File: src/rtl/proc_core_param.sv
// proc_core_param: parametrised multi-cycle core (IDLE/FETCH/EXEC/WAIT_DIN/NEXT/HALT) with loadable program memory.
// Optional feature macro PROC_MUL_EN: builds the DATA_W x DATA_W multiplier for opcode 4 (NOP when undefined).
module proc_core_param #(
  parameter int unsigned DATA_W     = 16,
  parameter int unsigned GPR_N      = 32,
  parameter int unsigned PROG_DEPTH = 32,
  parameter int unsigned DMEM_DEPTH = 16
) (
  input  logic                          clk,
  input  logic                          sys_rst_n,
  input  logic                          start,
  input  logic                          imem_we,
  input  logic [$clog2(PROG_DEPTH)-1:0] imem_addr,
  input  logic [31:0]                   imem_wdata,
  input  logic [DATA_W-1:0]             din,
  input  logic                          din_valid,
  output logic                          din_ready,
  output logic [DATA_W-1:0]             dout,
  output logic                          dout_valid,
  output logic                          busy,
  output logic                          halted,
  output logic [$clog2(PROG_DEPTH)-1:0] pc
);
  localparam int unsigned PC_W   = $clog2(PROG_DEPTH);
  localparam int unsigned DA_W   = $clog2(DMEM_DEPTH);
  localparam int unsigned RI_W   = $clog2(GPR_N);
  localparam int unsigned PROD_W = 2 * DATA_W;

  localparam logic [4:0] OP_MOVSGPR = 5'd0,  OP_MOV      = 5'd1,  OP_ADD  = 5'd2,  OP_SUB  = 5'd3;
  localparam logic [4:0] OP_MUL     = 5'd4,  OP_OR       = 5'd5,  OP_AND  = 5'd6,  OP_XOR  = 5'd7;
  localparam logic [4:0] OP_XNOR    = 5'd8,  OP_NAND     = 5'd9,  OP_NOR  = 5'd10, OP_NOT  = 5'd11;
  localparam logic [4:0] OP_STOREREG = 5'd13, OP_STOREDIN = 5'd14, OP_SENDDOUT = 5'd15, OP_SENDREG = 5'd17;
  localparam logic [4:0] OP_JMP = 5'd18, OP_JC = 5'd19, OP_JNC = 5'd20, OP_JS = 5'd21, OP_JNS = 5'd22;
  localparam logic [4:0] OP_JZ  = 5'd23, OP_JNZ = 5'd24, OP_JO = 5'd25, OP_JNO = 5'd26, OP_HALT = 5'd27;

  typedef enum logic [2:0] {S_IDLE, S_FETCH, S_EXEC, S_WAIT_DIN, S_NEXT, S_HALT} state_t;

  state_t            r_state;
  logic [PC_W-1:0]   r_pc;
  logic [31:0]       r_ir;
  logic [DATA_W-1:0] r_gpr [GPR_N];
  logic [DATA_W-1:0] r_sgpr;
  logic              r_sign, r_zero, r_carry, r_ovf;
  logic [DATA_W-1:0] r_dout;
  logic              r_dout_valid, r_busy, r_halted;
  logic [31:0]       r_imem [PROG_DEPTH];
  logic [DATA_W-1:0] r_dmem [DMEM_DEPTH];

  logic [4:0]        w_op;
  logic [RI_W-1:0]   w_rdst, w_rs1, w_rs2;
  logic              w_imm_mode;
  logic [DATA_W-1:0] w_imm, w_a, w_b, w_dmem_rd, w_dmem_wdata;
  logic [DA_W-1:0]   w_daddr;
  logic [PC_W-1:0]   w_target;
  logic              w_dmem_we, w_jump;

  assign w_op       = r_ir[31:27];
  assign w_rdst     = r_ir[22 +: RI_W];
  assign w_rs1      = r_ir[17 +: RI_W];
  assign w_imm_mode = r_ir[16];
  assign w_rs2      = r_ir[11 +: RI_W];
  assign w_imm      = DATA_W'(r_ir[15:0]);
  assign w_daddr    = DA_W'(r_ir[15:0]);
  assign w_target   = PC_W'(r_ir[15:0]);
  assign w_a        = r_gpr[w_rs1];
  assign w_b        = w_imm_mode ? w_imm : r_gpr[w_rs2];
  assign w_dmem_rd  = r_dmem[w_daddr];

  // ALU: result, write enables and flag values for the instruction held in IR
  logic [DATA_W-1:0] w_res, w_sgpr_nxt;
  logic [DATA_W:0]   w_sum, w_diff;
  logic              w_gpr_we, w_sgpr_we, w_flag_we, w_zero, w_carry, w_ovf;
`ifdef PROC_MUL_EN
  logic [PROD_W-1:0] w_prod;
  assign w_prod = PROD_W'(w_a) * PROD_W'(w_b);
`endif

  always_comb begin
    w_res      = '0;
    w_sgpr_nxt = r_sgpr;
    w_gpr_we   = 1'b0;
    w_sgpr_we  = 1'b0;
    w_flag_we  = 1'b0;
    w_carry    = 1'b0;
    w_ovf      = 1'b0;
    w_sum      = {1'b0, w_a} + {1'b0, w_b};
    w_diff     = {1'b0, w_a} - {1'b0, w_b};
    case (w_op)
      OP_MOVSGPR: begin w_res = r_sgpr; w_gpr_we = 1'b1; w_flag_we = 1'b1; end
      OP_MOV:     begin w_res = w_imm_mode ? w_imm : w_a; w_gpr_we = 1'b1; w_flag_we = 1'b1; end
      OP_ADD: begin
        w_res     = w_sum[DATA_W-1:0];
        w_carry   = w_sum[DATA_W];
        w_ovf     = (w_a[DATA_W-1] == w_b[DATA_W-1]) && (w_res[DATA_W-1] != w_a[DATA_W-1]);
        w_gpr_we  = 1'b1;
        w_flag_we = 1'b1;
      end
      OP_SUB: begin
        w_res     = w_diff[DATA_W-1:0];
        w_carry   = w_diff[DATA_W];
        w_ovf     = (w_a[DATA_W-1] != w_b[DATA_W-1]) && (w_res[DATA_W-1] != w_a[DATA_W-1]);
        w_gpr_we  = 1'b1;
        w_flag_we = 1'b1;
      end
      OP_MUL: begin
`ifdef PROC_MUL_EN
        w_res      = w_prod[DATA_W-1:0];
        w_sgpr_nxt = w_prod[PROD_W-1:DATA_W];
        w_gpr_we   = 1'b1;
        w_sgpr_we  = 1'b1;
        w_flag_we  = 1'b1;
`endif
      end
      OP_OR:      begin w_res = w_a | w_b;    w_gpr_we = 1'b1; w_flag_we = 1'b1; end
      OP_AND:     begin w_res = w_a & w_b;    w_gpr_we = 1'b1; w_flag_we = 1'b1; end
      OP_XOR:     begin w_res = w_a ^ w_b;    w_gpr_we = 1'b1; w_flag_we = 1'b1; end
      OP_XNOR:    begin w_res = ~(w_a ^ w_b); w_gpr_we = 1'b1; w_flag_we = 1'b1; end
      OP_NAND:    begin w_res = ~(w_a & w_b); w_gpr_we = 1'b1; w_flag_we = 1'b1; end
      OP_NOR:     begin w_res = ~(w_a | w_b); w_gpr_we = 1'b1; w_flag_we = 1'b1; end
      OP_NOT:     begin w_res = ~w_a;         w_gpr_we = 1'b1; w_flag_we = 1'b1; end
      OP_SENDREG: begin w_res = w_dmem_rd;    w_gpr_we = 1'b1; end
      default: ;
    endcase
    w_zero = (w_res == '0);
`ifdef PROC_MUL_EN
    if (w_op == OP_MUL) w_zero = (w_prod == '0);
`endif
  end

  // Branch decision uses the flags left by the previous EXEC
  always_comb begin
    case (w_op)
      OP_JMP:  w_jump = 1'b1;
      OP_JC:   w_jump = r_carry;
      OP_JNC:  w_jump = !r_carry;
      OP_JS:   w_jump = r_sign;
      OP_JNS:  w_jump = !r_sign;
      OP_JZ:   w_jump = r_zero;
      OP_JNZ:  w_jump = !r_zero;
      OP_JO:   w_jump = r_ovf;
      OP_JNO:  w_jump = !r_ovf;
      default: w_jump = 1'b0;
    endcase
  end

  assign w_dmem_we    = ((r_state == S_EXEC) && (w_op == OP_STOREREG)) ||
                        (din_valid && (((r_state == S_EXEC) && (w_op == OP_STOREDIN)) || (r_state == S_WAIT_DIN)));
  assign w_dmem_wdata = (w_op == OP_STOREREG) ? w_a : din;

  always_ff @(posedge clk or negedge sys_rst_n) begin
    if (!sys_rst_n) begin
      r_state      <= S_IDLE;
      r_pc         <= '0;
      r_ir         <= '0;
      r_sgpr       <= '0;
      r_sign       <= 1'b0;
      r_zero       <= 1'b0;
      r_carry      <= 1'b0;
      r_ovf        <= 1'b0;
      r_dout       <= '0;
      r_dout_valid <= 1'b0;
      r_busy       <= 1'b0;
      r_halted     <= 1'b0;
      for (int unsigned i = 0; i < GPR_N; i++) r_gpr[i] <= '0;
    end else begin
      r_dout_valid <= 1'b0;
      case (r_state)
        S_IDLE, S_HALT: begin
          if (start) begin
            r_state  <= S_FETCH;
            r_pc     <= '0;
            r_busy   <= 1'b1;
            r_halted <= 1'b0;
          end
        end
        S_FETCH: begin
          r_ir    <= r_imem[r_pc];
          r_state <= S_EXEC;
        end
        S_EXEC: begin
          if (w_gpr_we)  r_gpr[w_rdst] <= w_res;
          if (w_sgpr_we) r_sgpr <= w_sgpr_nxt;
          if (w_flag_we) begin
            r_sign  <= w_res[DATA_W-1];
            r_zero  <= w_zero;
            r_carry <= w_carry;
            r_ovf   <= w_ovf;
          end
          if (w_op == OP_SENDDOUT) begin
            r_dout       <= w_dmem_rd;
            r_dout_valid <= 1'b1;
          end
          r_state <= ((w_op == OP_STOREDIN) && !din_valid) ? S_WAIT_DIN : S_NEXT;
        end
        S_WAIT_DIN: if (din_valid) r_state <= S_NEXT;
        S_NEXT: begin
          if (w_op == OP_HALT) begin
            r_state  <= S_HALT;
            r_busy   <= 1'b0;
            r_halted <= 1'b1;
          end else begin
            r_pc    <= w_jump ? w_target : r_pc + PC_W'(1);
            r_state <= S_FETCH;
          end
        end
        default: r_state <= S_IDLE;
      endcase
    end
  end

  // Memories hold their contents across reset
  always_ff @(posedge clk) begin
    if ((r_state == S_IDLE) && imem_we) r_imem[imem_addr] <= imem_wdata;
  end

  always_ff @(posedge clk) begin
    if (w_dmem_we) r_dmem[w_daddr] <= w_dmem_wdata;
  end

  assign din_ready  = (r_state == S_WAIT_DIN) ||
                      ((r_state == S_EXEC) && (w_op == OP_STOREDIN) && din_valid);
  assign dout       = r_dout;
  assign dout_valid = r_dout_valid;
  assign busy       = r_busy;
  assign halted     = r_halted;
  assign pc         = r_pc;
endmodule

File: config.mk
export PLATFORM = sky130hd
export DESIGN_NAME = proc_core_param
export DESIGN_NICKNAME = d
export VERILOG_FILES = /design/src/rtl/proc_core_param.sv
export SDC_FILE = /design/constraint.sdc
export NUM_CORES = 2
export LEC_CHECK = 0
export ABC_AREA = 0
export ABC_CLOCK_PERIOD_IN_PS = 6800
export BUFFER_PORTS_ARGS = -buffer_cell sky130_fd_sc_hd__buf_2
export CAP_MARGIN = 20
export CORE_ASPECT_RATIO = 1.75
export CORE_MARGIN = 5
export CORE_UTILIZATION = 35
export CTS_BUF_LIST = sky130_fd_sc_hd__clkbuf_4 sky130_fd_sc_hd__clkbuf_8
export DETAILED_ROUTE_END_ITERATION = 12
export SYNTH_ARGS = -nofsm -noshare
export SYNTH_HDL_FRONTEND = slang
export SYNTH_SLANG_ARGS = --single-unit
File: constraint.sdc
create_clock -name clk -period 6.8 [get_ports clk]
set_input_delay 1.02 -clock clk [delete_from_list [all_inputs] [get_ports clk]]
set_output_delay 1.02 -clock clk [all_outputs]
set_load 0.01 [all_outputs]
==> results.json <==
{
  "status": "completed",
  "crit_path_end_kind": "flop",
  "ios": 83,
  "power.share.sequential": 0.363,
  "crit_family": "multiplexers",
  "grt_use_total": 0.204,
  "die_x_um": 375,
  "combPwrFrac": 0.413,
  "cap_violations": 0,
  "multiInputGateArea_um2": 27500,
  "finalSetupTns_ns": 0,
  "fin_crit_sh": 0.932,
  "avgViaCountPerCell": 5.64,
  "routed-via-count": 48447,
  "max-vdd-ir-drop_mv": 0.458,
  "finalHoldWorstSlack_ns": 0.124,
  "grt_pass1_wl_um": 363000,
  "num_rows": 234,
  "crit_type": "reg -> reg",
  "worst_slew_pin_slew_ns": 1.17,
  "place_congestion": 0.981,
  "synth_area_per_cell_um2": 16.0,
  "rsz0062_at_grt": "false",
  "synthToLayoutAreaGrowth_pct": 12.9,
  "ant_nets": 0,
  "synth_edf_count": 1280,
  "cts_hold_buf": 0,
  "synthesis.area_um2": 81700,
  "finalNonFillerCells": 8590,
  "crit_path_top_delay_cell": "dfrtp_4",
  "die_y_um": 649,
  "dieArea_um2": 244000,
  "sw_frac_of_total": 0.392,
  "power.density_nw_per_um2": 445,
  "clkTransAtPathRegs_ns": 0.06,
  "antenna_found_initial": 11,
  "register_area_um2": 52900,
  "p_leak_nw": 33.1,
  "drive_above_1_share": 0.285,
  "start_util": 0.352,
  "synth.area.top_cells": "edfxtp_1, dfrtp_1, mux4_2",
  "clk_latency_ns": 0.91,
  "finalCriticalPeriod_ns": 6.34,
  "timing.final.ws_setup_ns": 0.459,
  "crit_fanout": 32,
  "cp_num_buf_inv": 2,
  "synth_area_leader_cell": "edfxtp_1",
  "p_int_mw": 25.0,
  "place_ws_ns": 0.517,
  "drc": 0,
  "ys.flop_type": "edfxtp_1",
  "netlist.area_leader.share": 0.470,
  "routedWlPerCell_um": 29.4,
  "synth_cells": 5117,
  "dp.cells": 8103,
  "ys_seq_area_frac": 0.646,
  "path_cells": "buf_4 > mux4_2 > mux4_2 > mux2i_1 > o21a_1 > ha_1 > mux2_2 > a32oi_1 > nor2_1 > a2111oi_0 > o211a_1 > and4_1 > buf_12 > o21ai_0",
  "max_freq_mhz": 158,
  "cts-root-buf": "clkbuf_8",
  "dr.pass1.iters": 6,
  "final_nets": 5430,
  "grt_max_degree": 152,
  "hold_path.class": "in -> async",
  "cpPeakStageDelay_ns": 0.83,
  "first_iter_violations": 4185,
  "clkSinkCount": 1855,
  "dp_hpwl_um": 164000,
  "cts_tree": "yes",
  "pwr-share-clk": 0.224,
  "crit_path_start_kind": "flop",
  "finalHoldViolations": 0,
  "crit_required_ns": 7.48,
  "power_mw": 41.1,
  "cts_max_path_buffers": 4,
  "finClkSkew_ns": 0.0723,
  "yosysUniqueCellTypes": 95,
  "finalWirelength_um": 253000,
  "setup_violations": 0,
  "coreArea_um2": 232000,
  "synth-seq-cells": 1855,
  "cp.arrival_ns": 7.02,
  "htree_num_levels": 5,
  "maxSlewHeadroom": 0.221,
  "cts_made_buffers": 275,
  "grt_overflow": 0,
  "cp_common_cell": "mux4_2",
  "switchingPower_mw": 16.1,
  "grt_pass1_vias": 51124,
  "yosysWarnings": 0,
  "async_flop_share": 0.310,
  "fillers": 21371,
  "maxSlewViolCount": 0,
  "io_buffers": 82,
  "post_cts_resized": 0,
  "syn-num-nets": 5233,
  "postCtsSetupBuffers": 0
}
per-layer routing:
| metal | vias up | global-route usage | share of wire | wire (um) |
|---|---|---|---|---|
| met2 | 1965 | 0.381 | 0.54 | 137000 |
| met4 | 8 | 0.123 | 0.073 | 18300 |
| met5 | - | 0 | 0.00024 | 61 |
| li1 | 20418 | - | - | - |
| met1 | 25299 | 0.213 | 0.33 | 83700 |
| met3 | 757 | 0.0330 | 0.055 | 13800 |
worst paths after layout:
path	depth (start not counted)	endpoint	slack, ns	startpoint
max	14	r_gpr[74]	0.46	r_ir[11]
min	1	r_gpr[509]	0.12	sys_rst_n
max reg2reg	14	r_gpr[74]	0.46	r_ir[11]
min reg2reg	2	dout[2]	0.46	dout[2]
max in group asynchronous	2	r_ir[11]	5.19	sys_rst_n
min in group clk	2	r_state[1]	0.38	din_valid
power groups by stage:
stage	clock network, mW	logic (mW)	registers [mW]
4_1_cts	9.43	16.9	14.9
2_1_floorplan	0	11.7	14.1
6_report	9.22	17.0	14.9
3_5_place_dp	0	16.8	15.1
3_3_place_gp	0	16.7	15.0
5_1_grt	9.91	17.9	15.0
cell families after synthesis:
group | count (synthesis) | share of synthesized area
AND/OR/NAND/NOR | 1096 | 0.0573
adder cells (fa/ha/maj) | 58 | 0.00906
buffers and inverters | 460 | 0.0244
XOR/XNOR | 8 | 0.000857
flip-flops | 1855 | 0.646
AO/OA/AOI/OAI | 842 | 0.0605
multiplexers | 798 | 0.202
cells in the mapped netlist, types with 16 or more instances:
cell / n
nand2_1: 295
buf_4: 21
a21oi_1: 451
mux2i_1: 87
o22ai_1: 31
dfrtp_1: 575
inv_1: 54
edfxtp_1: 1280
o21ai_0: 136
nor3_1: 29
buf_2: 37
mux2_2: 46
a22oi_1: 21
nor2b_1: 16
clkbuf_1: 265
nor2_1: 594
buf_1: 60
o21a_1: 18
nand2b_1: 17
mux4_2: 633
a31oi_1: 42
ha_1: 56
nand3_1: 38
mux4_1: 27
through the flow:
step / area, um2 / utilization
after floorplan: 81700 / -
after global placement: 86700 / 0.373
after detailed placement: 86800 / 0.373
after CTS: 92300 / 0.397
after global routing: 92300 / 0.397
final: 92300 / 0.397
registers in the layout, indices dropped and copies added, names as in the netlist:
name        cells
busy            1
dout           16
dout_valid      1
halted          1
pc              5
r_carry         1
r_dmem        256
r_gpr         512
r_imem       1024
r_ir           32
r_ovf           1
r_sign          1
r_state         3
r_zero          1
worst reg2reg max path: stages (launching register included):
cell and delay, ns:
dfrtp_4 0.83, buf_4 0.35, mux4_2 0.54, mux4_2 0.47, mux2i_1 0.63, o21a_1 0.36, ha_1 0.48, mux2_2 0.36
a32oi_1 0.26, nor2_1 0.07, a2111oi_0 0.70, o211a_1 0.32, and4_1 0.42, buf_12 0.24, o21ai_0 0.14
cells in the final DEF, fill, tap and decap left out, drive strengths merged, types with 56 or more instances in the layout:
cell and n:
a21oi 452, buf 317, clkbuf 373, clkinv 92, dfrtp 575, edfxtp 1280, ha 56, inv 60
mux2i 88, mux4 664, nand2 295, nor2 594, o21ai 146
layout make-up:
| cell class | instances | area share |
|---|---|---|
| clock inverters | 111 | 0.00875 |
| multi-input cells | 2802 | 0.298 |
| repair buffers | 319 | 0.0257 |
| inverters | 61 | 0.00251 |
| flip-flops and latches | 1855 | 0.573 |
| well taps | 3068 | 0.0416 |
| diodes | 2 | 0.0000542 |
| clock buffers | 372 | 0.0507 |
Power figures use the tool's default switching activity.
